==> config.mk <==
export PLATFORM = sky130hd
export DESIGN_NAME = router_pkt_ctrl
export DESIGN_NICKNAME = d
export VERILOG_FILES = /design/src/rtl/router_pkt_ctrl.sv
export SDC_FILE = /design/constraint.sdc
export NUM_CORES = 1
export LEC_CHECK = 0
export CAP_MARGIN = 10
export CORE_MARGIN = 1.5
export CORE_UTILIZATION = 45
export DETAILED_ROUTE_END_ITERATION = 12
export HOLD_SLACK_MARGIN = 0.12
export PLACE_DENSITY = 0.78
export SYNTH_ARGS = -nofsm -noshare
export SYNTH_HDL_FRONTEND = slang
export SYNTH_SLANG_ARGS = --single-unit
==> constraint.sdc <==
create_clock -name clock -period 3.75 [get_ports clock]
set_clock_uncertainty 0.15 [all_clocks]
set_input_delay 0.75 -clock clock [delete_from_list [all_inputs] [get_ports clock]]
set_output_delay 0.75 -clock clock [all_outputs]
set_load 0.05 [all_outputs]
==> src/rtl/router_pkt_ctrl.sv <==
// Router ingress controller: decodes the header address, streams bytes into the selected FIFO and checks parity.
// Define ROUTER_LEN_CHECK_EN to compare the payload beat count against the header length field (len_err).
//   state        | meaning
//   S_DECODE     | idle, waiting for a header with a valid address
//   S_WAIT_EMPTY | header latched, waiting for the target FIFO to drain
//   S_LFD        | header byte written to the FIFO
//   S_LOAD_DATA  | payload and parity bytes written as the FIFO allows
//   S_CHECK      | internal parity compared against the received parity byte
module router_pkt_ctrl #(
  parameter int DATA_W   = 8,
  parameter int NUM_DEST = 3
) (
  input  logic              clock,
  input  logic              reset,
  input  logic              pkt_valid,
  input  logic [DATA_W-1:0] data_in,
  input  logic [NUM_DEST-1:0] fifo_full,
  input  logic [NUM_DEST-1:0] fifo_empty,
  input  logic [NUM_DEST-1:0] soft_reset,
  output logic [DATA_W-1:0] dout,
  output logic [NUM_DEST-1:0] write_enb,
  output logic              lfd_state,
  output logic              busy,
  output logic              err,
  output logic              parity_done,
  output logic              len_err
);

  typedef enum logic [2:0] {
    S_DECODE, S_WAIT_EMPTY, S_LFD, S_LOAD_DATA, S_CHECK
  } state_t;

  state_t r_state, w_next;

  logic [DATA_W-1:0]   r_hdr;
  logic [1:0]          r_addr;
  logic [DATA_W-1:0]   r_int_par;
  logic [DATA_W-1:0]   r_ext_par;
  logic                r_err;
  logic                r_parity_done;

  // Flags padded to four entries so the 2-bit address can index them directly.
  logic [3:0]          w_full_pad, w_empty_pad, w_sr_pad;
  logic                w_hdr_ok, w_abort, w_accept;
  logic [NUM_DEST-1:0] w_sel;

  assign w_full_pad  = {{(4-NUM_DEST){1'b0}}, fifo_full};
  assign w_empty_pad = {{(4-NUM_DEST){1'b0}}, fifo_empty};
  assign w_sr_pad    = {{(4-NUM_DEST){1'b0}}, soft_reset};

  assign w_hdr_ok = (r_state == S_DECODE) && pkt_valid && (data_in[1:0] != 2'd3);
  assign w_abort  = (r_state != S_DECODE) && w_sr_pad[r_addr];
  assign w_accept = (r_state == S_LOAD_DATA) && !w_full_pad[r_addr] && !w_abort;
  assign w_sel    = NUM_DEST'(1) << r_addr;

  always_ff @(posedge clock or posedge reset) begin
    if (reset) r_state <= S_DECODE;
    else       r_state <= w_next;
  end

  always_comb begin
    w_next = r_state;
    case (r_state)
      S_DECODE:     if (w_hdr_ok) w_next = w_empty_pad[data_in[1:0]] ? S_LFD : S_WAIT_EMPTY;
      S_WAIT_EMPTY: if (w_empty_pad[r_addr]) w_next = S_LFD;
      S_LFD:        w_next = S_LOAD_DATA;
      S_LOAD_DATA:  if (w_accept && !pkt_valid) w_next = S_CHECK;
      S_CHECK:      w_next = S_DECODE;
      default:      w_next = S_DECODE;
    endcase
    if (w_abort) w_next = S_DECODE;
  end

  always_comb begin
    write_enb = '0;
    lfd_state = 1'b0;
    busy      = 1'b0;
    dout      = '0;
    case (r_state)
      S_WAIT_EMPTY: busy = 1'b1;
      S_LFD: begin
        busy      = 1'b1;
        lfd_state = 1'b1;
        dout      = r_hdr;
        if (!w_abort) write_enb = w_sel;
      end
      S_LOAD_DATA: begin
        busy = w_full_pad[r_addr];
        dout = data_in;
        if (w_accept) write_enb = w_sel;
      end
      S_CHECK: busy = 1'b1;
      default: ;
    endcase
  end

  always_ff @(posedge clock or posedge reset) begin
    if (reset) begin
      r_hdr         <= '0;
      r_addr        <= '0;
      r_int_par     <= '0;
      r_ext_par     <= '0;
      r_err         <= 1'b0;
      r_parity_done <= 1'b0;
    end else begin
      r_parity_done <= (r_state == S_CHECK) && !w_abort;
      if (w_hdr_ok) begin
        r_hdr     <= data_in;
        r_addr    <= data_in[1:0];
        r_int_par <= data_in;
        r_err     <= 1'b0;
      end
      // The parity beat itself is captured, never folded into the running XOR.
      if (w_accept) begin
        if (pkt_valid) r_int_par <= r_int_par ^ data_in;
        else           r_ext_par <= data_in;
      end
      if ((r_state == S_CHECK) && !w_abort) r_err <= (r_int_par != r_ext_par);
    end
  end

  assign err         = r_err;
  assign parity_done = r_parity_done;

`ifdef ROUTER_LEN_CHECK_EN
  logic [5:0] r_pay_cnt;
  logic       r_len_err;

  always_ff @(posedge clock or posedge reset) begin
    if (reset) begin
      r_pay_cnt <= '0;
      r_len_err <= 1'b0;
    end else begin
      if (w_hdr_ok) begin
        r_pay_cnt <= '0;
        r_len_err <= 1'b0;
      end else if (w_accept && pkt_valid) begin
        r_pay_cnt <= r_pay_cnt + 6'd1;
      end
      if ((r_state == S_CHECK) && !w_abort) r_len_err <= (r_pay_cnt != r_hdr[7:2]);
    end
  end

  assign len_err = r_len_err;
`else
  assign len_err = 1'b0;
`endif

endmodule
==> run_results.csv, run 1 <==
group,metric,value,unit
status,status,"complete, no violations",
synth,yosysTopAreaCellShare,41.0,%
power,clock_power_share,16.3,%
worst_hold_path,worstHoldPathType,"reg -> reg",
floorplanning,fp.dieH,65.7,um
critical_path,critical-path-top-delay-family,"buffers and inverters",
synth,synthFlopType,"dfrtp_1",
synth,synth_edf_count,0,
critical_path,r2r_slack,1310,ps
grt,grt.total_usage,20.0,%
timing,hold_viol_final,0,
clock_network,post_cts_buffers,0,
critical_path,endpoint_kind,"output pin",
grt,grt_max_degree,30,
power,power_frac_comb,47.9,%
synth,ys_seq_elements,29,
critical_path,slowest_stage,"nor4bb_1",
grt,overflow,0,
power,p_leak,0.919,nW
timing,period_minus_slack,3390,ps
critical_path,critPathArrivalTime,2490,ps
critical_path,path_class,"in -> out",
final_layout,drive_above_1_share,16.1,%
final_layout,num-nets-final,237,
synth,synth_nets,208,
floorplanning,row_count,22,
synth,syn_area,1770,um^2
timing,rsz0062_at_grt,"no",
clock_network,htreeDepth,2,
final_layout,final_cell_mix,"dfrtp_1 (29), clkdlybuf4s50_1 (29), nand2_1 (27)",
detailed_routing,routed_via_density,5.51,
critical_path,r2r-end,"r_int_par[1]",
timing,min_period_over_period,90.4,%
power,internal_power,0.993,mW
synth,yosys.area.top_type,"dfrtp_1",
detailed_routing,via_count,1466,
worst_hold_path,min_to,"r_hdr[3]",
floorplanning,die_area,4320,um^2
place,io_buffers,34,
timing,relSlewSlack,48.9,%
flow_run,max_cap_viol_count,0,
clock_network,cts_root_buf,"clkbuf_8",
final_layout,antennaDiodeCount,0,
synth,avgSynthCellArea,9.42,um^2
timing,setup_viol,0,
detailed_routing,antenna_left,0,
critical_path,r2r_cells,4,
detailed_routing,drt_iter0_drc,78,
clock_network,ctsResizeCount,0,
critical_path,cp_max_fo,4,
place,gp_congestion,0.829,
final_layout,area_growth,26.8,%
detailed_routing,wirelength,3.88,mm
synth,synth_area_leaders,"dfrtp_1 (41%), mux2i_1 (7.3%), nand2_1 (5.7%)",
worst_hold_path,min-delay-start,"r_hdr[3]",
timing,fmax,0.295,GHz
clock_network,cts_hold_repair.buffers,0,
timing,worst-slew-pin-transition,766,ps
synth,ys_async_sr_fraction,100,%
synth,yosysSeqAreaShare,41.0,%
power,power_frac_seq,35.8,%
grt,grt_pass1_wl,6.55,mm
synth,synth.distinct_cells,39,
grt,grt_pass1_vias,1398,
power,ir_drop,0.401,mV
critical_path,slowest_delay,520,ps
synth,netlist_instances,188,
clock_network,clock_latency,280,ps
clock_network,cts_tree,"built",
clock_network,numCtsBuffers,5,
power,p_sw,0.737,mW
place,dpl_cell_area,2150,um^2
floorplanning,dieWidth,65.7,um
detailed_routing,wire_per_inst,14.6,um
clock_network,clkTransAtPathRegs,60,ps
floorplanning,io_pins,36,
synth,ys_warn_count,0,
grt,antenna_found_initial,0,
clock_network,clock_sinks,29,
detailed_routing,remaining_drc_errors,0,
timing,setup_tns,0,ps
floorplanning,initial_core_util,47.7,%
critical_path,cp.required,2850,ps
floorplanning,core,3720,um^2
power,swShare,42.6,%
clock_network,clk_path_buf_depth,2,
worst_hold_path,holdPathStages,2,
power,p_per_area,770,nW/um^2
timing,drv_slew,0,
critical_path,cp-startpoint,"fifo_full[2]",
critical_path,critPathLaunchType,"input pin",
final_layout,stdcell_area,2250,um^2
critical_path,crit_path_cell_trace,"clkdlybuf4s50_1, mux2i_1, o21ai_0, a21oi_1, nor4bb_1, buf_12",
critical_path,r2r-start,"r_state[0]",
detailed_routing,dr.pass1.iters,4,
place,dp_hpwl,2.67,mm
critical_path,crit_buf_inv,2,
[worst max path at each step]
| stage | slack (ps) | cells after the start | end |
|---|---|---|---|
| final | 360 | 6 | write_enb[2] |
| after global routing | 180 | 6 | write_enb[2] |
| after CTS | 320 | 6 | write_enb[2] |
| after detailed placement | 330 | 6 | write_enb[2] |
| after global placement | 420 | 6 | write_enb[2] |
| after floorplan | 30 | 4 | write_enb[1] |
[Yosys cell counts, types with 5 or more instances]
| cell | instances |
|---|---|
| nor2_1 | 22 |
| mux2_2 | 8 |
| xnor2_1 | 8 |
| nand3b_1 | 5 |
| buf_2 | 5 |
| dfrtp_1 | 29 |
| nor3_1 | 9 |
| nand2_1 | 27 |
| mux2i_1 | 13 |
| a211oi_1 | 6 |
| clkbuf_1 | 5 |
| a21oi_1 | 9 |
[per-layer routing]
layer | up-vias | track usage, % | part of all wire [%]
met5 | - | 0 | 0
met4 | 0 | 7.55 | 1.3
li1 | 715 | - | -
met1 | 703 | 26.9 | 46
met2 | 41 | 31.4 | 47
met3 | 7 | 4.62 | 5.6
[cell type report]
cell class	count	area (um^2)
Clock buffer	7	96.3
Clock inverter	1	5.00
Fill cell	341	1470
Inverter	2	7.51
Multi-Input combinational cell	142	952
Sequential cell	29	726
Tap cell	48	60.1
Timing Repair Buffer	37	400
[metrics by stage]
step	cells	power, mW	setup slack, ps	hold WS, ps	utilization [%]
detailed placement	258	1.45	326	312	57.7
global placement	258	1.43	425	308	57.7
CTS	266	1.75	325	327	60.5
finish	266	1.73	361	325	60.5
global route	266	1.86	175	347	60.5
floorplan	188	1.24	30.1	295	-
[power by group through the flow]
stage | Clock (mW) | Combinational [mW] | Sequential, mW
finish | 0.282 | 0.829 | 0.619
global route | 0.306 | 0.908 | 0.643
CTS | 0.292 | 0.836 | 0.618
detailed placement | 0 | 0.832 | 0.622
global placement | 0 | 0.817 | 0.616
floorplan | 0 | 0.709 | 0.535
[flip-flops by register name, indices dropped and copies added (netlist names)]
register	count
r_state	3
r_ext_par	8
r_hdr	8
r_int_par	8
err	1
parity_done	1
[worst reg2reg max path, delay by kind of cell, from the launching register on]
kind / cells / cell delay [ps]
compound gates: 2 / 720
flops: 1 / 660
simple gates: 2 / 800
[kinds of logic (layout without fill, tap and decap cells)]
kind of cell | count (synthesis) | in the layout | synth area share, %
buffers and inverters | 17 | 47 | 5.65
DFF | 29 | 29 | 41.0
other | 1 | 1 | 0.212
and+or+nand+nor | 79 | 79 | 22.5
xor gates and xnor gates | 8 | 8 | 3.95
AOI/OAI and AO/OA | 33 | 33 | 14.3
muxes | 21 | 21 | 12.4
No activity file was read; power rests on OpenSTA's default activity.
==> run 2: changes to the inputs <==
- PLACE_DENSITY: 0.78 -> 0.71
==> run_results.csv, run 2 (synthesized netlist as in run 1, its figures left out) <==
group,metric,value,unit
critical_path,path_class,"in -> out",
final_layout,multi_input_area,952,um^2
critical_path,critPathLaunchType,"input pin",
critical_path,critPathArrivalTime,2560,ps
floorplanning,io_pins,36,
timing,fmax,0.289,GHz
grt,grt.total_usage,22.4,%
power,internal_power,0.958,mW
power,power_frac_comb,49.2,%
place,pre_cts_slack,324,ps
detailed_routing,via_count,1509,
grt,grt_pass1_wl,7.29,mm
detailed_routing,wire_per_inst,16.2,um
final_layout,area_growth,26.9,%
grt,overflow,0,
final_layout,fillers,326,
clock_network,htreeDepth,2,
power,p_sw,0.759,mW
final_layout,drive_above_1_share,15.6,%
final_layout,final_cell_mix,"dfrtp_1 (29), clkdlybuf4s50_1 (29), nand2_1 (27)",
detailed_routing,antenna_left,0,
timing,min_period_over_period,92.3,%
critical_path,crit_path_cell_trace,"clkdlybuf4s50_1, mux2i_1, o21ai_0, a21oi_1, nor4bb_1, buf_12",
detailed_routing,routed_via_density,5.67,
critical_path,cp_max_fo,4,
detailed_routing,remaining_drc_errors,0,
critical_path,cp.required,2850,ps
timing,rsz0062_at_grt,"no",
final_layout,seq_area,726,um^2
flow_run,max_cap_viol_count,0,
timing,setup_tns,0,ps
floorplanning,core,3720,um^2
critical_path,slowest_stage,"nor4bb_1",
floorplanning,dieWidth,65.7,um
clock_network,clock_sinks,29,
final_layout,num-nets-final,237,
grt,grt_max_degree,30,
power,ir_drop,0.335,mV
floorplanning,die_area,4320,um^2
power,clock_power_share,14.4,%
detailed_routing,wirelength,4.31,mm
timing,relSlewSlack,49.9,%
timing,drv_slew,0,
grt,grt_pass1_vias,1597,
clock_network,cts_root_buf,"clkbuf_8",
power,p_per_area,764,nW/um^2
final_layout,top_regs,"r_ext_par (8), r_hdr (8), r_int_par (8)",
floorplanning,initial_core_util,47.7,%
timing,period_minus_slack,3460,ps
place,gp_congestion,0.792,
power,power_frac_seq,36.3,%
final_layout,stdcell_area,2250,um^2
floorplanning,fp.dieH,65.7,um
place,dp_hpwl,3.04,mm
grt,antenna_found_initial,0,
clock_network,cts_tree,"built",
clock_network,cts_hold_repair.buffers,0,
timing,setup_slack,290,ps
critical_path,crit_buf_inv,2,
clock_network,clkTransAtPathRegs,60,ps
critical_path,slowest_delay,540,ps
clock_network,clk_path_buf_depth,2,
floorplanning,row_count,22,
final_layout,antennaDiodeCount,0,
timing,hold_viol_final,0,
clock_network,post_cts_buffers,0,
place,dpl_cell_area,2140,um^2
clock_network,ctsResizeCount,0,
place,io_buffers,34,
critical_path,critical-path-top-delay-family,"buffers and inverters",
clock_network,clock_latency,290,ps
detailed_routing,dr.pass1.iters,4,
final_layout,utilization,60.5,%
timing,setup_viol,0,
timing,worst-slew-pin-transition,751,ps
detailed_routing,drt_iter0_drc,141,
power,p_leak,0.918,nW
critical_path,endpoint_kind,"output pin",
worst_hold_path,worstHoldPathType,"reg -> reg",
clock_network,numCtsBuffers,5,
power,swShare,44.2,%
status,status,"complete, no violations",
## run 2: cell count changes in the layout (fill, tap and decap cells not counted)
cell / before / now
clkbuf_8: 7 / 5
buf_16: 0 / 1
buf_4: 4 / 3
clkbuf_1: 0 / 1
clkinv_2: 1 / 2
## run 2: per-layer routing
| layer | part of all wire (%) | wire [um] | GRT usage (%) | up-vias |
|---|---|---|---|---|
| met5 | 0 | 0 | 0 | - |
| met4 | 3.0 | 131 | 10.7 | 0 |
| met3 | 4.6 | 196 | 5.14 | 12 |
| met2 | 50 | 2140 | 39.8 | 44 |
| met1 | 43 | 1840 | 25.2 | 741 |
| li1 | - | - | - | 712 |
## run 2: path summary, 6_finish.rpt
path / startpoint / depth (start not counted) / slack [ps] / end
worst max-delay path: fifo_full[2] / 6 / 290 / write_enb[2]
worst min-delay path: r_hdr[6] / 2 / 320 / r_hdr[6]
worst max register to register: r_hdr[1] / 4 / 1270 / r_ext_par[4]
worst min register to register: r_hdr[6] / 2 / 320 / r_hdr[6]
max in group asynchronous: reset / 3 / 2350 / r_ext_par[6]
min in group asynchronous: reset / 2 / 630 / parity_done
## run 2: stage by stage
stage / hold slack [ps] / std cells / power, mW
global placement: 306 / 257 / 1.43
floorplan: 295 / 188 / 1.24
global route: 357 / 266 / 1.83
finish: 324 / 266 / 1.72
detailed placement: 316 / 257 / 1.47
CTS: 331 / 265 / 1.72
## run 2: layout make-up
type                       instances  share of cell area [%]
multi-input combinational        142                    42.3
timing repair buffer              37                    18.7
sequential                        29                    32.3
clock inverter                     2                   0.445
inverter                           2                   0.334
clock buffer                       6                    3.23
tap                               48                    2.67
## run 2: worst reg2reg max path, delay by kind of cell (launching register included)
kind	cells	cell delay, ps
AOI/OAI and AO/OA	1	280
and+or+nand+nor	1	550
muxes	2	800
DFF	1	580
## run 2: power groups by stage
stage,combinational [mW],sequential [mW],clock (mW)
after CTS,0.846,0.620,0.252
after floorplan,0.709,0.535,0
after global routing,0.916,0.648,0.265
final,0.845,0.624,0.248
after global placement,0.814,0.614,0
after detailed placement,0.841,0.626,0
